==> src/rtl/dmem_pkg.sv <==
// Shared definitions for the data-memory arbiter.
// Provides the arbiter state encoding, the read-return owner encoding and the
// default sizing parameters used by dmem_arbiter and anything that talks to it.
package dmem_pkg;

   // Default address width; the memory data width is half of this.
   localparam int N_DEF        = 16;
   // Consecutive denied host cycles before the host is forced through.
   localparam int MAX_WAIT_DEF = 8;
   // Width of the host wait counter; must hold MAX_WAIT_DEF.
   localparam int WCNT_W_DEF   = 4;

   typedef enum logic {
      ST_NORMAL = 1'b0,
      ST_LOCKED = 1'b1
   } state_t;

   typedef enum logic {
      OWN_CORE = 1'b0,
      OWN_HOST = 1'b1
   } owner_t;

endpackage

==> src/rtl/dmem_arbiter.sv <==
// dmem_arbiter
// Shares one single-port, byte-wide, registered-read data memory between the
// processor core (port C) and the host loader/unloader (port H).
//
// Ports:
//   clk, rst_n                 clock (rising edge), synchronous active-low reset
//   c_req/c_we/c_addr/c_wdata  core command, held until c_gnt
//   c_gnt/c_rvalid/c_rdata     core grant and read return
//   h_req/h_we/h_addr/h_wdata  host command, held until h_gnt
//   h_lock                     host asks for exclusive ownership
//   h_gnt/h_rvalid/h_rdata     host grant and read return
//   locked                     arbiter is in the LOCKED state
//   mem_write_en/mem_addr/mem_datain  command to the memory
//   mem_dataout                memory read data, one cycle after the read
module dmem_arbiter
   import dmem_pkg::*;
#(
   parameter int N        = N_DEF,
   parameter int MAX_WAIT = MAX_WAIT_DEF,
   parameter int WCNT_W   = WCNT_W_DEF
) (
   input  logic           clk,
   input  logic           rst_n,
   input  logic           c_req,
   input  logic           c_we,
   input  logic [N-1:0]   c_addr,
   input  logic [N/2-1:0] c_wdata,
   output logic           c_gnt,
   output logic           c_rvalid,
   output logic [N/2-1:0] c_rdata,
   input  logic           h_req,
   input  logic           h_we,
   input  logic [N-1:0]   h_addr,
   input  logic [N/2-1:0] h_wdata,
   input  logic           h_lock,
   output logic           h_gnt,
   output logic           h_rvalid,
   output logic [N/2-1:0] h_rdata,
   output logic           locked,
   output logic           mem_write_en,
   output logic [N-1:0]   mem_addr,
   output logic [N-1:0]   mem_datain,
   input  logic [N/2-1:0] mem_dataout
);

   localparam int DW = N / 2;
   localparam logic [WCNT_W-1:0] MaxWaitCnt = WCNT_W'(MAX_WAIT);

   state_t            r_state;
   state_t            w_nextState;
   logic [WCNT_W-1:0] r_waitCnt;
   logic              w_cGnt;
   logic              w_hGnt;
   logic              w_memWe;
   logic [N-1:0]      w_memAddr;
   logic [N-1:0]      w_memDatain;
   logic [N-1:0]      r_memAddr;
   logic [N-1:0]      r_memDatain;
   logic              r_rdValid;
   owner_t            r_rdOwner;
   logic [DW-1:0]     r_cRdata;
   logic [DW-1:0]     r_hRdata;
   logic              w_cRvalid;
   logic              w_hRvalid;

   // State register: NORMAL out of reset, which also releases any lock.
   always_ff @(posedge clk) begin
      if (!rst_n) begin
         r_state <= ST_NORMAL;
      end else begin
         r_state <= w_nextState;
      end
   end

   // Next state: the lock only takes hold once the host actually owns the
   // port, and it is released on the first cycle h_lock is seen low.
   always_comb begin
      w_nextState = r_state;
      case (r_state)
         ST_NORMAL: if (w_hGnt && h_lock) w_nextState = ST_LOCKED;
         ST_LOCKED: if (!h_lock)          w_nextState = ST_NORMAL;
         default:   w_nextState = ST_NORMAL;
      endcase
   end

   // Grant outputs: host wins when the core is idle or the host has waited
   // MAX_WAIT cycles; while locked only the host can be granted. Reset forces
   // both grants low regardless of the requests.
   always_comb begin
      w_cGnt = 1'b0;
      w_hGnt = 1'b0;
      if (rst_n) begin
         if (r_state == ST_LOCKED) begin
            w_hGnt = h_req;
         end else if (h_req && (!c_req || r_waitCnt == MaxWaitCnt)) begin
            w_hGnt = 1'b1;
         end else begin
            w_cGnt = c_req;
         end
      end
   end

   // Host starvation counter: counts consecutive denied host cycles and
   // saturates so the forced host win stays armed until it happens.
   always_ff @(posedge clk) begin
      if (!rst_n) begin
         r_waitCnt <= '0;
      end else if (!h_req || w_hGnt) begin
         r_waitCnt <= '0;
      end else if (r_waitCnt != MaxWaitCnt) begin
         r_waitCnt <= r_waitCnt + 1'b1;
      end
   end

   // Memory command mux: the granted command goes out in its grant cycle;
   // with no grant the address and data lines keep their last values.
   always_comb begin
      w_memWe     = (w_cGnt && c_we) || (w_hGnt && h_we);
      w_memAddr   = r_memAddr;
      w_memDatain = r_memDatain;
      if (w_hGnt) begin
         w_memAddr   = h_addr;
         w_memDatain = {{(N - DW){1'b0}}, h_wdata};
      end else if (w_cGnt) begin
         w_memAddr   = c_addr;
         w_memDatain = {{(N - DW){1'b0}}, c_wdata};
      end
   end

   // Holding registers behind the memory command lines.
   always_ff @(posedge clk) begin
      if (!rst_n) begin
         r_memAddr   <= '0;
         r_memDatain <= '0;
      end else begin
         r_memAddr   <= w_memAddr;
         r_memDatain <= w_memDatain;
      end
   end

   // Read-return tracking: one valid/owner pair per cycle matches the
   // memory's single cycle of read latency, so alternating owners never
   // collide. Reset drops any return that is in flight.
   always_ff @(posedge clk) begin
      if (!rst_n) begin
         r_rdValid <= 1'b0;
         r_rdOwner <= OWN_CORE;
      end else begin
         r_rdValid <= (w_cGnt && !c_we) || (w_hGnt && !h_we);
         r_rdOwner <= w_hGnt ? OWN_HOST : OWN_CORE;
      end
   end

   assign w_cRvalid = r_rdValid && (r_rdOwner == OWN_CORE);
   assign w_hRvalid = r_rdValid && (r_rdOwner == OWN_HOST);

   // Read-data hold registers so each port's rdata stays put between returns.
   always_ff @(posedge clk) begin
      if (!rst_n) begin
         r_cRdata <= '0;
         r_hRdata <= '0;
      end else begin
         if (w_cRvalid) r_cRdata <= mem_dataout;
         if (w_hRvalid) r_hRdata <= mem_dataout;
      end
   end

   assign c_gnt        = w_cGnt;
   assign h_gnt        = w_hGnt;
   assign c_rvalid     = w_cRvalid;
   assign h_rvalid     = w_hRvalid;
   assign c_rdata      = w_cRvalid ? mem_dataout : r_cRdata;
   assign h_rdata      = w_hRvalid ? mem_dataout : r_hRdata;
   assign locked       = (r_state == ST_LOCKED);
   assign mem_write_en = w_memWe;
   assign mem_addr     = w_memAddr;
   assign mem_datain   = w_memDatain;

endmodule

==> config.mk <==
export PLATFORM = sky130hd
export DESIGN_NAME = dmem_arbiter
export DESIGN_NICKNAME = d
export VERILOG_FILES = /design/src/rtl/dmem_pkg.sv /design/src/rtl/dmem_arbiter.sv
export SDC_FILE = /design/constraint.sdc
export NUM_CORES = 1
export LEC_CHECK = 0
export CAP_MARGIN = 20
export CORE_ASPECT_RATIO = 0.8
export CORE_MARGIN = 3
export CORE_UTILIZATION = 40
export CTS_CLUSTER_DIAMETER = 50
export DETAILED_ROUTE_END_ITERATION = 8
export GPL_TIMING_DRIVEN = 0
export PLACE_DENSITY_LB_ADDON = 0.08
export SYNTH_ARGS = -nofsm -noshare
export SYNTH_HDL_FRONTEND = slang
export SYNTH_SLANG_ARGS = --single-unit
==> constraint.sdc <==
create_clock -name clk -period 1.9 [get_ports clk]
set_input_delay 0.38 -clock clk [delete_from_list [all_inputs] [get_ports clk]]
set_output_delay 0.38 -clock clk [all_outputs]
set_load 0.02 [all_outputs]
**After elaboration in Yosys (flattened, before gate mapping)**

Index checks and enable logic that the tools add are counted.

- Mux-type cells: 16
- Equal/unequal tests: 2
- Reduce and logical (&&, ||, !) cells: 17
- $add $sub $neg: 1
- Bitwise logic cells: 3

Operator list:

| kind | count |
|---|---|
| 16-bit two-way mux | 4 |
| 8-bit two-way mux | 2 |
| 1-bit two-way mux | 9 |
| 1-bit logical AND | 8 |
| 4-bit by 1-bit adder with 4-bit output, second input constant | 1 |
| 4-bit == test, second input constant | 1 |
| 1-bit logical NOT | 4 |
| 1-bit logical OR | 4 |
| 4-bit != test, second input constant | 1 |
| 1-bit NOT | 3 |
| 1-bit one-hot mux with 2 select lines | 1 |
| 2-bit OR reduction | 1 |

- Logic and storage cells: 47
- Output and inout bits: 54
- Bits in registers: 55
- Input bits: 63

**Depth between registers and ports, before layout**

Gate-level depths: netlist of run 1.

- Depth in word-level cells: 9
- Depth in mapped cells: 7
- Gate-level depth less buffers: 6

**Worst setup path after synthesis of run 1**

OpenSTA, ideal clock, no wires.

- Kind: flip-flop to output port
- Start: register r_waitCnt[0]
- End: output mem_write_en
- Arrival: 1.715 ns
- Stages on the path, launching flop included: 8
- Buffers on the path: 2
- Setup slack: -0.195 ns
- Required time: 1.520 ns
- Path through: dfxtp_1 -> inv_1 -> ha_1 -> and4b_1 -> buf_4 -> buf_6 -> nor2_1 -> a22o_1

- Word-level cells in the longest chain between the ends: 8
- Elaborated cells on any way between the ends: 12
- Those cells by class: eq/ne: 1; mux: 6; reduce/logical: 5

Ends and longest elaborated chain:

| what | RTL line | RTL |
|---|---|---|
| start, declared | dmem_arbiter.sv:51 | `logic [WCNT_W-1:0] r_waitCnt;` |
| start signal, assigned | dmem_arbiter.sv:111 | `r_waitCnt <= r_waitCnt + 1'b1;` |
| 4-bit == test | dmem_arbiter.sv:95 | `end else if (h_req && (!c_req \|\| r_waitCnt == MaxWaitCnt)) begin` |
| 1-bit logical OR | dmem_arbiter.sv:95 |  |
| 1-bit logical AND | dmem_arbiter.sv:95 |  |
| 1-bit two-way mux | dmem_arbiter.sv:95 |  |
| 1-bit two-way mux | dmem_arbiter.sv:93 | `if (r_state == ST_LOCKED) begin` |
| 1-bit two-way mux | dmem_arbiter.sv:92 | `if (rst_n) begin` |
| net c_gnt | dmem_arbiter.sv:28 | `output logic c_gnt,` |
| 1-bit logical AND | dmem_arbiter.sv:118 | `w_memWe = (w_cGnt && c_we) \|\| (w_hGnt && h_we);` |
| 1-bit logical OR | dmem_arbiter.sv:118 |  |
| end, declared | dmem_arbiter.sv:40 | `output logic mem_write_en,` |

The timed path passes the listed nets, and every way through them passes these cells.

**Final worst setup path of run 1**

- Start: register r_waitCnt[1]
- End: output mem_datain[3]

- Word-level cells in the longest chain between the ends: 8
- Elaborated cells on any way between the ends: 11
- Those cells by class: eq/ne: 1; mux: 8; reduce/logical: 2

Ends and longest elaborated chain:

| what | RTL line | RTL |
|---|---|---|
| 4-bit == test (*) | dmem_arbiter.sv:95 |  |
| 1-bit logical OR (*) | dmem_arbiter.sv:95 |  |
| 1-bit logical AND (*) | dmem_arbiter.sv:95 |  |
| 1-bit two-way mux | dmem_arbiter.sv:95 |  |
| 1-bit two-way mux | dmem_arbiter.sv:93 |  |
| 1-bit two-way mux | dmem_arbiter.sv:92 |  |
| 16-bit two-way mux | dmem_arbiter.sv:124 | `end else if (w_cGnt) begin` |
| 16-bit two-way mux (*) | dmem_arbiter.sv:121 | `if (w_hGnt) begin` |
| end, declared | dmem_arbiter.sv:42 | `output logic [N-1:0] mem_datain,` |

Mark *: on every way between the ends. The rest lies on a longest branch, timed or not.

==> results of run 1 <==
==> synth_stat cells, drive strengths merged, types with 2 or more instances <==
| cell | count |
|---|---|
| o21ai | 25 |
| nand3b | 2 |
| nand3 | 25 |
| dfxtp | 55 |
| and3 | 8 |
| ha | 2 |
| a211oi | 24 |
| a311oi | 24 |
| inv | 7 |
| nor2b | 2 |
| buf | 18 |
| nand2 | 2 |
| mux2 | 16 |
| a31oi | 24 |
| clkbuf | 12 |
| nor2 | 5 |
| and2 | 24 |
==> critical path, stage by stage (launching register included) <==
cell and delay [ns]:
dfxtp_2 0.36, inv_2 0.05, ha_4 0.17, and4b_1 0.19, buf_6 0.17, buf_12 0.15, o21ai_2 0.19, a31oi_1 0.12
buf_4 0.18
==> per-layer routing <==
layer | track usage (%) | share of wire [%] | routed length (um) | vias to the layer above
li1 | - | - | - | 1403
met1 | 32.4 | 42 | 4730 | 1498
met2 | 45.0 | 49 | 5570 | 171
met3 | 5.09 | 6.9 | 783 | 32
met4 | 8.13 | 2.3 | 257 | 0
met5 | 0 | 0 | 0 | -
==> repair_timing <==
item,in CTS,in global routing
setup buffers,17,10
pin swaps,23,31
endpoints found under the setup margin,53,52
cloned,4,4
gates resized for setup,390,61
==> final timing paths <==
check             startpoint         endpoint  slack (ns)  cells after the start
min          r_memDatain[10]  r_memDatain[10]        0.49                      1
max reg2reg     r_waitCnt[1]   r_memDatain[2]        0.13                      8
min reg2reg  r_memDatain[10]  r_memDatain[10]        0.49                      1
max             r_waitCnt[1]    mem_datain[3]       -0.37                      8
==> per-stage QoR <==
step	instance area, um2	hold WS (ns)	std cells
CTS	4850	0.489	510
finish	5230	0.490	523
global route	5230	0.514	523
floorplan	2780	0.430	285
global placement	4040	0.446	482
detailed placement	4040	0.459	482
==> power breakdown <==
part	internal, mW	total, mW	switching [mW]
sequential	1.20	1.24	0.0375
combinational	0.484	0.934	0.450
clock	0.265	0.674	0.409
==> state kept, by name (all words and copies together) (netlist names) <==
name / flops
r_cRdata: 8
r_rdOwner: 1
r_waitCnt: 4
r_hRdata: 8
locked: 1
r_memAddr: 16
r_rdValid: 1
r_memDatain: 16
==> kinds of logic (layout without fill, tap and decap cells) <==
logic type / Yosys count / count (layout) / synth area share (%)
buffers and inverters: 37 / 193 / 6.66
XOR/XNOR: 2 / 2 / 0.661
multiplexers: 16 / 16 / 6.80
AND/OR/NAND/NOR: 72 / 73 / 16.1
adder cells (fa/ha/maj): 2 / 2 / 0.945
AO/OA/AOI/OAI: 101 / 101 / 27.3
flip-flops: 55 / 55 / 41.6
==> layout make-up <==
type / count / share of cell area (%)
Clock inverter: 3 / 0.431
Clock buffer: 5 / 1.32
Sequential cell: 55 / 21.3
Inverter: 7 / 0.551
Buffer: 28 / 5.60
Timing Repair Buffer: 150 / 29.1
Multi-Input combinational cell: 194 / 39.7
Tap cell: 81 / 1.94
==> metrics, run 1 <==
CTS tree done; Nets 506; clock-pin slew on the worst setup and hold paths 0.10 ns; commonest non-fill, non-tap cell in the layout clkdlybuf4s50_1; HPWL reported at the end of detailed placement 6.31 mm; maxcap violations 0; Worst-Skew Late Latency 0.32 ns; final WL 11.3 mm; FFs w/ async S/R, synth 0%; Chip Width between 90 and 100 um; largest net degree at the start of global routing 19; multi-input logic area about 2100 um2; post-route minimum period 2.27 ns; first-pass GRT wire length 16.0 mm; layout cells sized above 1 50.5%; DR vias/cell 5.93; pwr/cell area 545 nW/um2; skew final 0.0125 ns; Reg area 1110 um2; startpoint types register; Mapped Nets 350; core area 6160 um2; Final TNS setup -8.18 ns; CTS Buf Count 5; vias in the first global route ~3100; Synth top area share between 40 and 50%; count of state elements after synthesis 55; Mapped Area 2650 um2; # DRC 0; full die area about 7600 um2; Tcrit/Tclk final 120%; status finished, violations left; H-tree levels 2; Max-slew headroom about three fifths; RSZ-0062 raised after global routing yes; Slew Limit Fails 0; Area Growth Syn to Fin 97.3%; Die Ht 78.8 um; io pins 117; sequential share of the synthesized area ~42%; Synth Area per Inst 9.29 um2; Place WS -1.14 ns; Setup WS post-layout -0.371 ns; Via Count 3104; Final Hold Viols 0; Pre-Repair DR Iteration Count 5; HP Class register to register; Gate Count Post-Synth roughly 290; Initial Utilization 43.0%; kind of critical path register to primary output; final setup vio count 28; area leader, netlist dfxtp_1; Ys Warns 0; # diodes 0; clk sinks 55; Hold Buf Count CTS 0; post-layout util between 80% and 90%; port buffer count 116; Leakage Power 2.02 nW; # rows 25; routed len/inst about 22 um; commonest cells after routing, fill and taps aside 60 x clkdlybuf4s50_1, 50 x dfxtp_1, 39 x buf_6, 39 x buf_4, 24 x nand3_1; synth top area cells dfxtp_1 42%, a311oi_1 6.9%, a211oi_1 6.8%, mux2_2 6.8%, a31oi_1 5.7%; Crit. End Element primary output; slew of the pin with the lowest slew margin around 0.57 ns; Synth cell types 33; Pwr Total roughly 2.9 mW; critical-path maximum fanout 7; Max VDD drop 0.417 mV; Routed Antenna Nets 0; clock tree buffer depth 2; initial antenna violation count 0; Overall Global Routing Usage approximately a quarter; GPL Wtd Cong roughly 0.79; Post-synth EDFFs 0; filler cell count 308; Root Buffer clkbuf_8; failing checks negative setup slack; DR iter-0 viols between 200 and 250; Overflow after GRT 0; Max Fclk ~440 MHz; WP data arrival between 1.5 and 2 ns; WP data required about 1.5 ns; Primary FF master, synth dfxtp_1
(Power assumes the default switching activity.)
==> run 2: changes to the inputs <==
CORE_UTILIZATION = 42   (was 40)
clock period = 2.5 ns   (was 1.9 ns; I/O delays follow)
==> metrics, run 2 (same netlist as run 1, synthesis figures left out) <==
biggest regs r_memAddr x16, r_memDatain x16; Tcrit/Tclk final 97.0%; first-pass GRT wire length 13.2 mm (-17%); Routed Antenna Nets 0 (unchanged); HP Class register to register; commonest non-fill, non-tap cell in the layout clkdlybuf4s50_1; Overflow after GRT 0 (unchanged); maxcap violations 0 (unchanged); # diodes 0 (unchanged); filler cell count 515 (+67%); commonest cells after routing, fill and taps aside 78 x clkdlybuf4s50_1, 54 x dfxtp_1, 25 x nand3_1; clock tree buffer depth 2 (unchanged); final WL 8.36 mm (-26%); status completed; Max VDD drop 0.223 mV (-47%); Hold Buf Count CTS 0 (unchanged); Leakage Power 1.61 nW (-20%); Final TNS setup 0 ns (+8.18 ns); CTS Buf Count 5 (unchanged); Initial Utilization 44.1% (+1.1 points); Max-slew headroom 63.6% (+1.6 points); Root Buffer clkbuf_8; post-placement cell area 3910 um2 (-3.1%); port buffer count 116 (unchanged); Max Fclk 412 MHz; Final Hold Viols 0 (unchanged); final instance area 4110 um2 (-21%); Switching Share 29.4% (-2.1 points); multi-input logic area 1470 um2 (-29%); WP data required 2.00 ns (+0.48 ns); Via Count 2782 (-10%); routed len/inst 16.9 um (-22%); # DRC 0 (unchanged); Internal 1.36 mW (-31%); core area 6010 um2 (-2.5%); WP data arrival 1.92 ns (+0.03 ns); Pre-Repair DR Iteration Count 4 (-1); clk sinks 55 (unchanged); H-tree levels 2 (unchanged); Clock power frac 25.6% (+1.9 points); hold slack 0.444 ns (-0.0457 ns); R2R cell count 7 (-1); vias in the first global route 2638 (-16%); dpl cells 482 (unchanged); Die Ht 77.0 um (-2.2%); pwr/cell area 467 nW/um2 (-14%); Overall Global Routing Usage 22.5% (-3.3 points); Reg area 1100 um2 (-0.90%); GPL Wtd Cong 0.834 (+5.3%); critical-path maximum fanout 10 (+3); skew final 0.0105 ns (-0.00207 ns); Area Growth Syn to Fin 55.2%; io pins 117 (unchanged); full die area 7300 um2 (-4.4%); DR vias/cell 5.61 (-5.5%); Nets 479 (-5.3%); DR iter-0 viols 145 (-40%); Slew Limit Fails 0 (unchanged); Worst-Skew Late Latency 0.31 ns (about the same); initial antenna violation count 0 (unchanged); # rows 25 (unchanged); Crit. End Element primary output; post-layout util 68.5% (-16 points); layout cells sized above 1 27.0% (-23 points); RSZ-0062 raised after global routing yes; Finished Layout Cells 496 (-5.2%); post-route minimum period about 2.4 ns; WHS Path Cells 1 (unchanged); kind of critical path register to primary output; largest net degree at the start of global routing 18 (-1); Chip Width 94.8 um (-2.3%); Psw 0.564 mW (-37%); final setup vio count 0 (-100%); Comb pwr share 26.1% (-6.7 points); startpoint types register; Seq pwr share 48.3% (+4.7 points); HPWL reported at the end of detailed placement 5.93 mm (-6.0%); CTS tree done; clock-pin slew on the worst setup and hold paths 0.10 ns (about the same); slew of the pin with the lowest slew margin 0.547 ns (-0.0247 ns)
-- run 2: changes by cell type in the layout (fill, tap and decap cells not counted), sizes merged, moves of 2 or more --
| cell | change |
|---|---|
| clkinvlp | +2 |
| clkdlybuf4s15 | +3 |
| dlygate4sd2 | -2 |
| buf | -44 |
| clkdlybuf4s50 | +18 |
-- run 2: final cells by class --
type / count / area share (%)
clock buffer: 5 / 1.67
timing repair buffer: 124 / 27.4
multi-input combinational: 193 / 35.7
tap: 81 / 2.47
sequential: 55 / 26.8
clock inverter: 3 / 0.487
buffer: 28 / 4.81
inverter: 7 / 0.639
-- run 2: power by group through the flow --
stage	combinational (mW)	clock, mW	sequential (mW)
after floorplan	0.247	0	0.942
after global placement	0.507	0	0.944
after detailed placement	0.509	0	0.946
after CTS	0.484	0.498	0.926
after global routing	0.537	0.536	0.931
final	0.502	0.492	0.927
-- run 2: layer usage --
metal  GRT usage (%)  up-vias  wire length [um]
met3            4.80        7               674
met1            32.8     1306              3690
met4            5.19        0                60
li1                -     1352                 -
met5               0        -                 0
met2            33.9      117              3930
-- run 2: worst paths after layout --
kind | start | endpoint | slack [ns]
hold reg to reg | r_waitCnt[0] | r_waitCnt[0] | 0.44
setup reg to reg | r_waitCnt[0] | r_memAddr[4] | 0.83
setup / recovery | r_waitCnt[0] | mem_addr[13] | 0.08
hold / removal | r_waitCnt[0] | r_waitCnt[0] | 0.44
-- run 2: critical path: stages (launching register included) --
cell,delay [ns]
dfxtp_2,0.35
inv_1,0.10
ha_4,0.17
nand3b_4,0.10
a21o_1,0.22
buf_6,0.14
buf_6,0.14
a31oi_2,0.21
buf_4,0.17
-- run 2: through the flow --
stage / setup WS [ns] / total power, mW
floorplan: 0.285 / 1.19
global placement: -0.749 / 1.45
detailed placement: -0.723 / 1.45
CTS: -0.0387 / 1.91
global route: -0.00274 / 2.00
finish: 0.0755 / 1.92
-- run 2: what timing repair did --
| item | in CTS | in global routing |
|---|---|---|
| setup endpoints to repair | 35 | 33 |
| gates resized for setup | 183 | 27 |
| setup buffers | 5 | 3 |
| endpoints found under the hold margin | 0 | 0 |
| pin swaps | 6 | 8 |
